### config.mk
export PLATFORM = sky130hd
export DESIGN_NAME = rv_muldiv_unit
export DESIGN_NICKNAME = d
export VERILOG_FILES = /design/src/rtl/rv_muldiv_unit.sv
export SDC_FILE = /design/constraint.sdc
export NUM_CORES = 1
export LEC_CHECK = 0
export CORE_ASPECT_RATIO = 0.8
export CORE_UTILIZATION = 48
export DETAILED_ROUTE_END_ITERATION = 7
export PLACE_DENSITY_LB_ADDON = 0.25
export SLEW_MARGIN = 20
export SYNTH_ARGS = -nofsm -noshare
export SYNTH_HDL_FRONTEND = slang
export SYNTH_SLANG_ARGS = --single-unit
### constraint.sdc
create_clock -name clk -period 4.8 [get_ports clk]
set_clock_uncertainty 0.2 [all_clocks]
set_input_delay 0.72 -clock clk [delete_from_list [all_inputs] [get_ports clk]]
set_output_delay 0.72 -clock clk [all_outputs]
set_load 0.02 [all_outputs]
### src/rtl/rv_muldiv_unit.sv
// RV32M/RV64M multiply/divide unit: shift-add (or single-step) multiply, restoring divide,
// start/done handshake with busy stall and synchronous kill.
module rv_muldiv_unit #(
    parameter int XLEN     = 32,
    parameter bit MUL_FAST = 1'b0
) (
    input  logic            clk,
    input  logic            rst_n,
    input  logic            start,
    input  logic [2:0]      op,
    input  logic [XLEN-1:0] rs1,
    input  logic [XLEN-1:0] rs2,
    input  logic            kill,
    output logic            busy,
    output logic            done,
    output logic [XLEN-1:0] result
);

    // state | meaning
    // IDLE  | waiting for start; done pulses here for one cycle after FIN
    // CALC  | one multiply/divide iteration per edge, count_q counts down to 1
    // FIN   | sign correction and result select, result/done registered
    typedef enum logic [1:0] {IDLE, CALC, FIN} state_t;

    localparam int CW = $clog2(XLEN + 1);
    localparam logic [XLEN-1:0] MIN_NEG = {1'b1, {(XLEN-1){1'b0}}};

    state_t            state_q;
    logic [2:0]        op_q;
    logic [XLEN-1:0]   a_q, b_q, result_q;
    logic [2*XLEN-1:0] p_q;
    logic [CW-1:0]     count_q;
    logic              neg_q, neg_a_q, div0_q, ovf_q, done_q;

    logic              is_div_d, sgn_a_d, sgn_b_d, neg_a_d, neg_b_d, div0_d, ovf_d, to_fin_d;
    logic [XLEN-1:0]   a_mag_d, b_mag_d;

    always_comb begin
        is_div_d = op[2];
        sgn_a_d  = is_div_d ? ~op[0] : (op != 3'd3);
        sgn_b_d  = is_div_d ? ~op[0] : ~op[1];
        neg_a_d  = sgn_a_d & rs1[XLEN-1];
        neg_b_d  = sgn_b_d & rs2[XLEN-1];
        a_mag_d  = neg_a_d ? -rs1 : rs1;
        b_mag_d  = neg_b_d ? -rs2 : rs2;
        div0_d   = is_div_d & (rs2 == '0);
        ovf_d    = is_div_d & ~op[0] & (rs1 == MIN_NEG) & (&rs2);
        to_fin_d = is_div_d ? (div0_d | ovf_d) : MUL_FAST;
    end

    // p_q holds {acc, multiplier} for multiply and {remainder, quotient} for divide
    logic [XLEN:0]     mul_sum_d, div_shift_d;
    logic              div_ge_d;
    logic [XLEN-1:0]   div_rem_d;
    logic [2*XLEN-1:0] p_d;

    always_comb begin
        mul_sum_d   = {1'b0, p_q[2*XLEN-1:XLEN]} + (p_q[0] ? {1'b0, a_q} : '0);
        div_shift_d = {p_q[2*XLEN-1:XLEN], p_q[XLEN-1]};
        div_ge_d    = div_shift_d >= {1'b0, b_q};
        div_rem_d   = XLEN'(div_ge_d ? div_shift_d - {1'b0, b_q} : div_shift_d);
        if (op_q[2])
            p_d = {div_rem_d, p_q[XLEN-2:0], div_ge_d};
        else
            p_d = {mul_sum_d, p_q[XLEN-1:1]};
    end

    logic [2*XLEN-1:0] prod_d, prod_s_d;
    logic [XLEN-1:0]   quo_d, rem_d, fin_d;

    always_comb begin
        prod_d   = MUL_FAST ? ({{XLEN{1'b0}}, a_q} * {{XLEN{1'b0}}, b_q}) : p_q;
        prod_s_d = neg_q ? -prod_d : prod_d;
        quo_d    = neg_q ? -p_q[XLEN-1:0] : p_q[XLEN-1:0];
        rem_d    = neg_a_q ? -p_q[2*XLEN-1:XLEN] : p_q[2*XLEN-1:XLEN];
        if (!op_q[2])
            fin_d = (op_q == 3'd0) ? prod_s_d[XLEN-1:0] : prod_s_d[2*XLEN-1:XLEN];
        else if (div0_q)
            fin_d = op_q[1] ? (neg_a_q ? -a_q : a_q) : '1;
        else if (ovf_q)
            fin_d = op_q[1] ? '0 : a_q;
        else
            fin_d = op_q[1] ? rem_d : quo_d;
    end

    always_ff @(posedge clk or negedge rst_n) begin
        if (!rst_n) begin
            state_q  <= IDLE;
            op_q     <= '0;
            a_q      <= '0;
            b_q      <= '0;
            p_q      <= '0;
            count_q  <= '0;
            neg_q    <= 1'b0;
            neg_a_q  <= 1'b0;
            div0_q   <= 1'b0;
            ovf_q    <= 1'b0;
            done_q   <= 1'b0;
            result_q <= '0;
        end else if (kill) begin
            state_q <= IDLE;
            done_q  <= 1'b0;
        end else begin
            case (state_q)
                IDLE: begin
                    done_q <= 1'b0;
                    if (start) begin
                        op_q    <= op;
                        a_q     <= a_mag_d;
                        b_q     <= b_mag_d;
                        neg_q   <= neg_a_d ^ neg_b_d;
                        neg_a_q <= neg_a_d;
                        div0_q  <= div0_d;
                        ovf_q   <= ovf_d;
                        p_q     <= {{XLEN{1'b0}}, is_div_d ? a_mag_d : b_mag_d};
                        count_q <= CW'(XLEN);
                        state_q <= to_fin_d ? FIN : CALC;
                    end
                end
                CALC: begin
                    p_q     <= p_d;
                    count_q <= count_q - CW'(1);
                    if (count_q == CW'(1))
                        state_q <= FIN;
                end
                FIN: begin
                    result_q <= fin_d;
                    done_q   <= 1'b1;
                    state_q  <= IDLE;
                end
                default: state_q <= IDLE;
            endcase
        end
    end

    assign busy   = (state_q != IDLE);
    assign done   = done_q;
    assign result = result_q;

endmodule
Word level (Yosys, flattened, before mapping)
Index checks and enable logic that the tools add are counted.
Widths: inputs -> output; s select.
Cells by class
  multipliers: 0
  divide/modulo/power cells: 0
  bitwise operators: 11
  add/sub/neg operators: 9
  reduce and logical (&&, ||, !) cells: 11
  equality and inequality tests: 8
  magnitude comparators: 1
  shift operators: 0
  multiplexer cells: 31
Operators with widths (count)
  $mux 32: 15
  $mux 64: 3
  $neg 32->32: 5
  $pmux 64 s2: 1
  $neg 64->64: 1
  $add 32x32->33: 1
  $ge 33x32->1: 1
  $eq 32x32->1 const B: 1
  $logic_not 32->1: 1
  $reduce_and 32->1: 1
  $sub 32x32->32: 1
  $pmux 6 s2: 1
  $mux 2: 4
  $and 1x1->1: 6
  $eq 6x1->1 const B: 1
  $mux 6: 1
  $ne 3x3->1 const B: 2
  $reduce_and 3->1: 2
  $sub 6x1->6 const B: 1
  $mux 1: 4
  $pmux 2 s2: 1
  $reduce_and 2->1: 2
  $reduce_bool 2->1: 2
  $logic_not 3->1: 1
  10 further kinds: 12
Word-level totals
  output and inout port bits: 34
  bits in read-only memories: 0
  word-level logic and storage cells: 83
  bits in writable memories: 0
  latch bits: 0
  bits in registers: 176
  memories: 0

Depth between registers and ports, before layout
  depth after elaboration: 10
  depth in mapped cells: 15

Worst setup path before layout
No wires, ideal clock.
  path kind: reg-to-reg
  start point: register p_q[31]
  end point: register p_q[62]
  clock period less this slack: 3.279 ns
  setup slack: 1.521 ns
  stages on the path, launching flop included: 14
  data arrival time: 2.952 ns
  setup time: 0.126 ns
  cell sequence: dfrtp_1 > inv_1 > ha_1 > inv_1 > fa_1 > a21oi_1 > o2111ai_1 > o2111ai_1 > a21oi_1 > o21a_1 > o21a_1 > a2111o_1 > o221a_2 > a221o_1
Between the ends
  cells in the longest elaborated chain, start to end: 4
  elaborated cells on any way between the ends: 5
  classes of those cells: 1 x add/sub; 1 x order compare; 3 x mux
Ends and longest elaborated chain
  from (decl): line 31  | logic [2*XLEN-1:0] p_q;
  from (signal assigned): line 115  | p_q <= {{XLEN{1'b0}}, is_div_d ? a_mag_d : b_mag_d};
  from (signal assigned): line 121  | p_q <= p_d;
  $sub 32x32->32 or $ge 33x32->1 (tied branches): line 61, 60
  $mux 32 (*): line 61  | div_rem_d = XLEN'(div_ge_d ? div_shift_d - {1'b0, b_q} : div_shift_d);
  $mux 64 (*): line 62  | if (op_q[2])
  $pmux 64 s2 (*): line 104  | case (state_q)
Mark *: on every way between the ends. The rest lies on a longest branch, timed or not.
A chain may end at the register's enable or synchronous reset.

Worst setup path in the final report
  start point: register p_q[0]
  end point: register p_q[57]
Between the ends
  cells in the longest elaborated chain, start to end: 4
Ends and longest elaborated chain
  $mux 32: line 58  | mul_sum_d = {1'b0, p_q[2*XLEN-1:XLEN]} + (p_q[0] ? {1'b0, a_q} : '0);
  $add 32x32->33: line 58
  $mux 64: line 62
  $pmux 64 s2: line 104
Every way passes these cells.

==> results.json <==
{
  "end_kind": "flop",
  "nFillCells": 3375,
  "finalWeightedCongestion": 1.034,
  "critPathKind": "reg2reg",
  "syn_avg_cell_area_um2": 7.636,
  "dpl.cell_count": 2701,
  "stdcell_area_mm2": 0.01915,
  "cts-buffers-inserted": 17,
  "timing.fmax_mhz": 247.7,
  "fin_crit_sh": 0.8411,
  "vdd_drop_max_mv": 0.3874,
  "io_buffers": 104,
  "h-tree-depth": 4,
  "seq_area_frac_synth": 0.2580,
  "netSwitchingFraction": 0.5339,
  "seqCellArea_mm2": 0.004407,
  "routed_wl_mm": 67.96,
  "power.switching_w": 0.006841,
  "post_cts_buffers": 0,
  "synth_compound_area_frac": 0.2590,
  "ant_nets": 0,
  "synthTopCellsByArea": "dfrtp_1 (26%), o21ai_0 (7.2%), nand2_1 (6.4%), xnor2_1 (5.8%), xor2_1 (5.6%)",
  "drt-vias-per-instance": 6.457,
  "worst_pin_slew_ns": 1.266,
  "yosys_warnings": 0,
  "placed_cell_area_mm2": 0.01850,
  "fp-row-count": 61,
  "ys_seq_elements": 176,
  "yosysMostFrequentCell": "nand2_1",
  "p_int_w": 0.005973,
  "grt_pass1_wl_mm": 100.7,
  "layout.cells.non_filler": 2733,
  "r2r-start": "p_q[0]",
  "min_period_ns": 4.037,
  "ctsHoldBuffers": 0,
  "reg2reg_slack_ns": 0.76,
  "cts_max_path_buffers": 2,
  "status": "finished, final reports clean",
  "final_nets": 2393,
  "leakagePower_nw": 8.200,
  "synth_flop_cell": "dfrtp_1",
  "multi_input_area_mm2": 0.01183,
  "routedWlPerCell_um": 24.87,
  "setup_tns_ns": 0,
  "synthAdderAreaFrac": 0.05511,
  "vias": 17650,
  "finalHoldViolCount": 0,
  "cts_tree": "yes",
  "synth_xor_xnor_area_share": 0.1144,
  "worstRegToRegCells": 14,
  "synth.top_cell.area_share": 0.2580,
  "finalSetupViolCount": 0,
  "muxShareOfSynthArea": 0.05533,
  "first_global_vias": 16310,
  "combPwrFrac": 0.643,
  "holdWs_ns": 0.08388,
  "grt_use_total": 0.3758,
  "async_flop_share": 1.000,
  "worstPathRequired_ns": 4.92,
  "clk_latency_ns": 0.48,
  "cap_violations": 0,
  "drt_iter0_drc": 2186,
  "hp-class": "in2async",
  "cts.clk_slew.worst_paths_ns": 0.07,
  "pwr-share-seq": 0.234,
  "maxSlewHeadroom": 0.1526,
  "slew_viol_final": 0,
  "synth_top_cell_by_area": "dfrtp_1",
  "drt-pass1-iter-count": 6,
  "die_w_um": 212.9,
  "ctsResizeCount": 0,
  "synth_area_mm2": 0.01707,
  "layout-drive-gt1-share": 0.05750,
  "die-height_um": 170.7,
  "syn_to_final_growth_pct": 12.15,
  "antennaDiodeCount": 0,
  "synth_top_family_by_area": "compound AO/OA/AOI/OAI gates",
  "synth_edf_count": 0,
  "dp_hpwl_mm": 52.96,
  "r2r-end": "p_q[57]",
  "clock_sinks": 176,
  "power_w": 0.01281,
  "netlist_instances": 2236,
  "ios": 105,
  "grt_start_max_net_pins": 97,
  "cts_root_buf": "clkbuf_16",
  "rsz0062_at_grt": "no",
  "antenna_found_initial": 1,
  "dieArea_mm2": 0.03633,
  "core_mm2": 0.03488,
  "synth_commonest_cells": "nand2_1 (289), o21ai_0 (244), dfrtp_1 (176), nor2_1 (159), a21oi_1 (158)",
  "clockPowerShare": 0.122,
  "synth.distinct_cells": 83,
  "worstPathArrival_ns": 4.16,
  "initial_utilization": 0.4895,
  "grt-ovfl-total": 0,
  "power.density_mw_per_mm2": 669.2,
  "yosys.area_share.simple": 0.2072,
  "start_kind": "flop",
  "drc": 0,
  "path_max_fanout": 4,
  "syn_nets": 2381
}
==> registers in the layout (all words and copies together) (netlist names) <==
signal   flops
done         1
op_q         3
count_q      6
neg_q        1
p_q         64
b_q         32
ovf_q        1
neg_a_q      1
a_q         32
result      32
div0_q       1
state_q      2
==> how the worst max path moves through the flow <==
stage	from	to	slack (ns)	depth (start not counted)
after floorplan	p_q[31]	p_q[62]	1.52	13
after global placement	rs2[13]	p_q[30]	0.83	9
after detailed placement	rs2[13]	state_q[1]	0.75	7
after CTS	p_q[36]	p_q[62]	0.88	11
after global routing	p_q[0]	p_q[60]	0.56	12
final	p_q[0]	p_q[57]	0.76	14
==> cell type report <==
class                   count  area share
repair buffers            150     0.07416
multi-input cells        1834      0.6177
clock inverters            13    0.009997
flip-flops and latches    176      0.2301
clock buffers              19     0.02365
well taps                 472     0.03084
inverters                  69     0.01353
==> metal layers <==
layer  track usage  wire length [um]  vias up
li1              -                 -     8080
met1        0.5216             29210     8460
met2        0.5462             28520      966
met3        0.1166              8089      140
met4        0.1304              2139        0
met5             0                 0        -
==> through the flow <==
stage | util | worst slack [ns]
detailed placement | 0.5305 | 0.7495
floorplan | - | 1.522
global route | 0.5490 | 0.5558
finish | 0.5490 | 0.7628
global placement | 0.5305 | 0.8340
CTS | 0.5489 | 0.8781
==> power by group through the flow <==
stage	logic (W)	registers, W	clock network (W)
after floorplan	0.00565	0.00257	0
after global placement	0.00792	0.00294	0
after detailed placement	0.00797	0.00297	0
after CTS	0.00802	0.00295	0.00158
after global routing	0.00890	0.00304	0.00164
final	0.00824	0.00300	0.00157
==> cells by family after synthesis <==
kind of cell             count (synthesis)
multiplexers                            93
XOR/XNOR                               223
adder cells (fa/ha/maj)                 74
AND/OR/NAND/NOR                        736
buffers and inverters                  226
flip-flops                             176
AO/OA/AOI/OAI                          708
==> worst max-delay path: stages (launching register included) <==
cell and delay [ns]:
dfrtp_1 0.39, inv_1 0.22, nor2_1 0.12, ha_1 0.23, inv_1 0.08, fa_1 0.19
nand2b_1 0.16, a21oi_1 0.11, o31a_1 0.35, o41ai_1 0.56, o21ai_0 0.33, o211a_1 0.36
a41oi_1 0.25, xor2_1 0.20, o221ai_1 0.13
==> layout by cell type (no fill, tap or decap), types with 40 or more instances in the layout <==
cell type,Yosys,layout
o21ai_0,244,244
xor2_1,109,109
nor2_1,159,158
dfrtp_1,176,174
clkdlybuf4s50_1,0,102
a21oi_1,158,158
nand2_1,289,289
buf_4,1,43
inv_1,67,67
xnor2_1,114,114
and2_1,40,40
ha_1,72,72
mux2i_1,85,85
No activity file was read; power rests on OpenSTA's default activity.
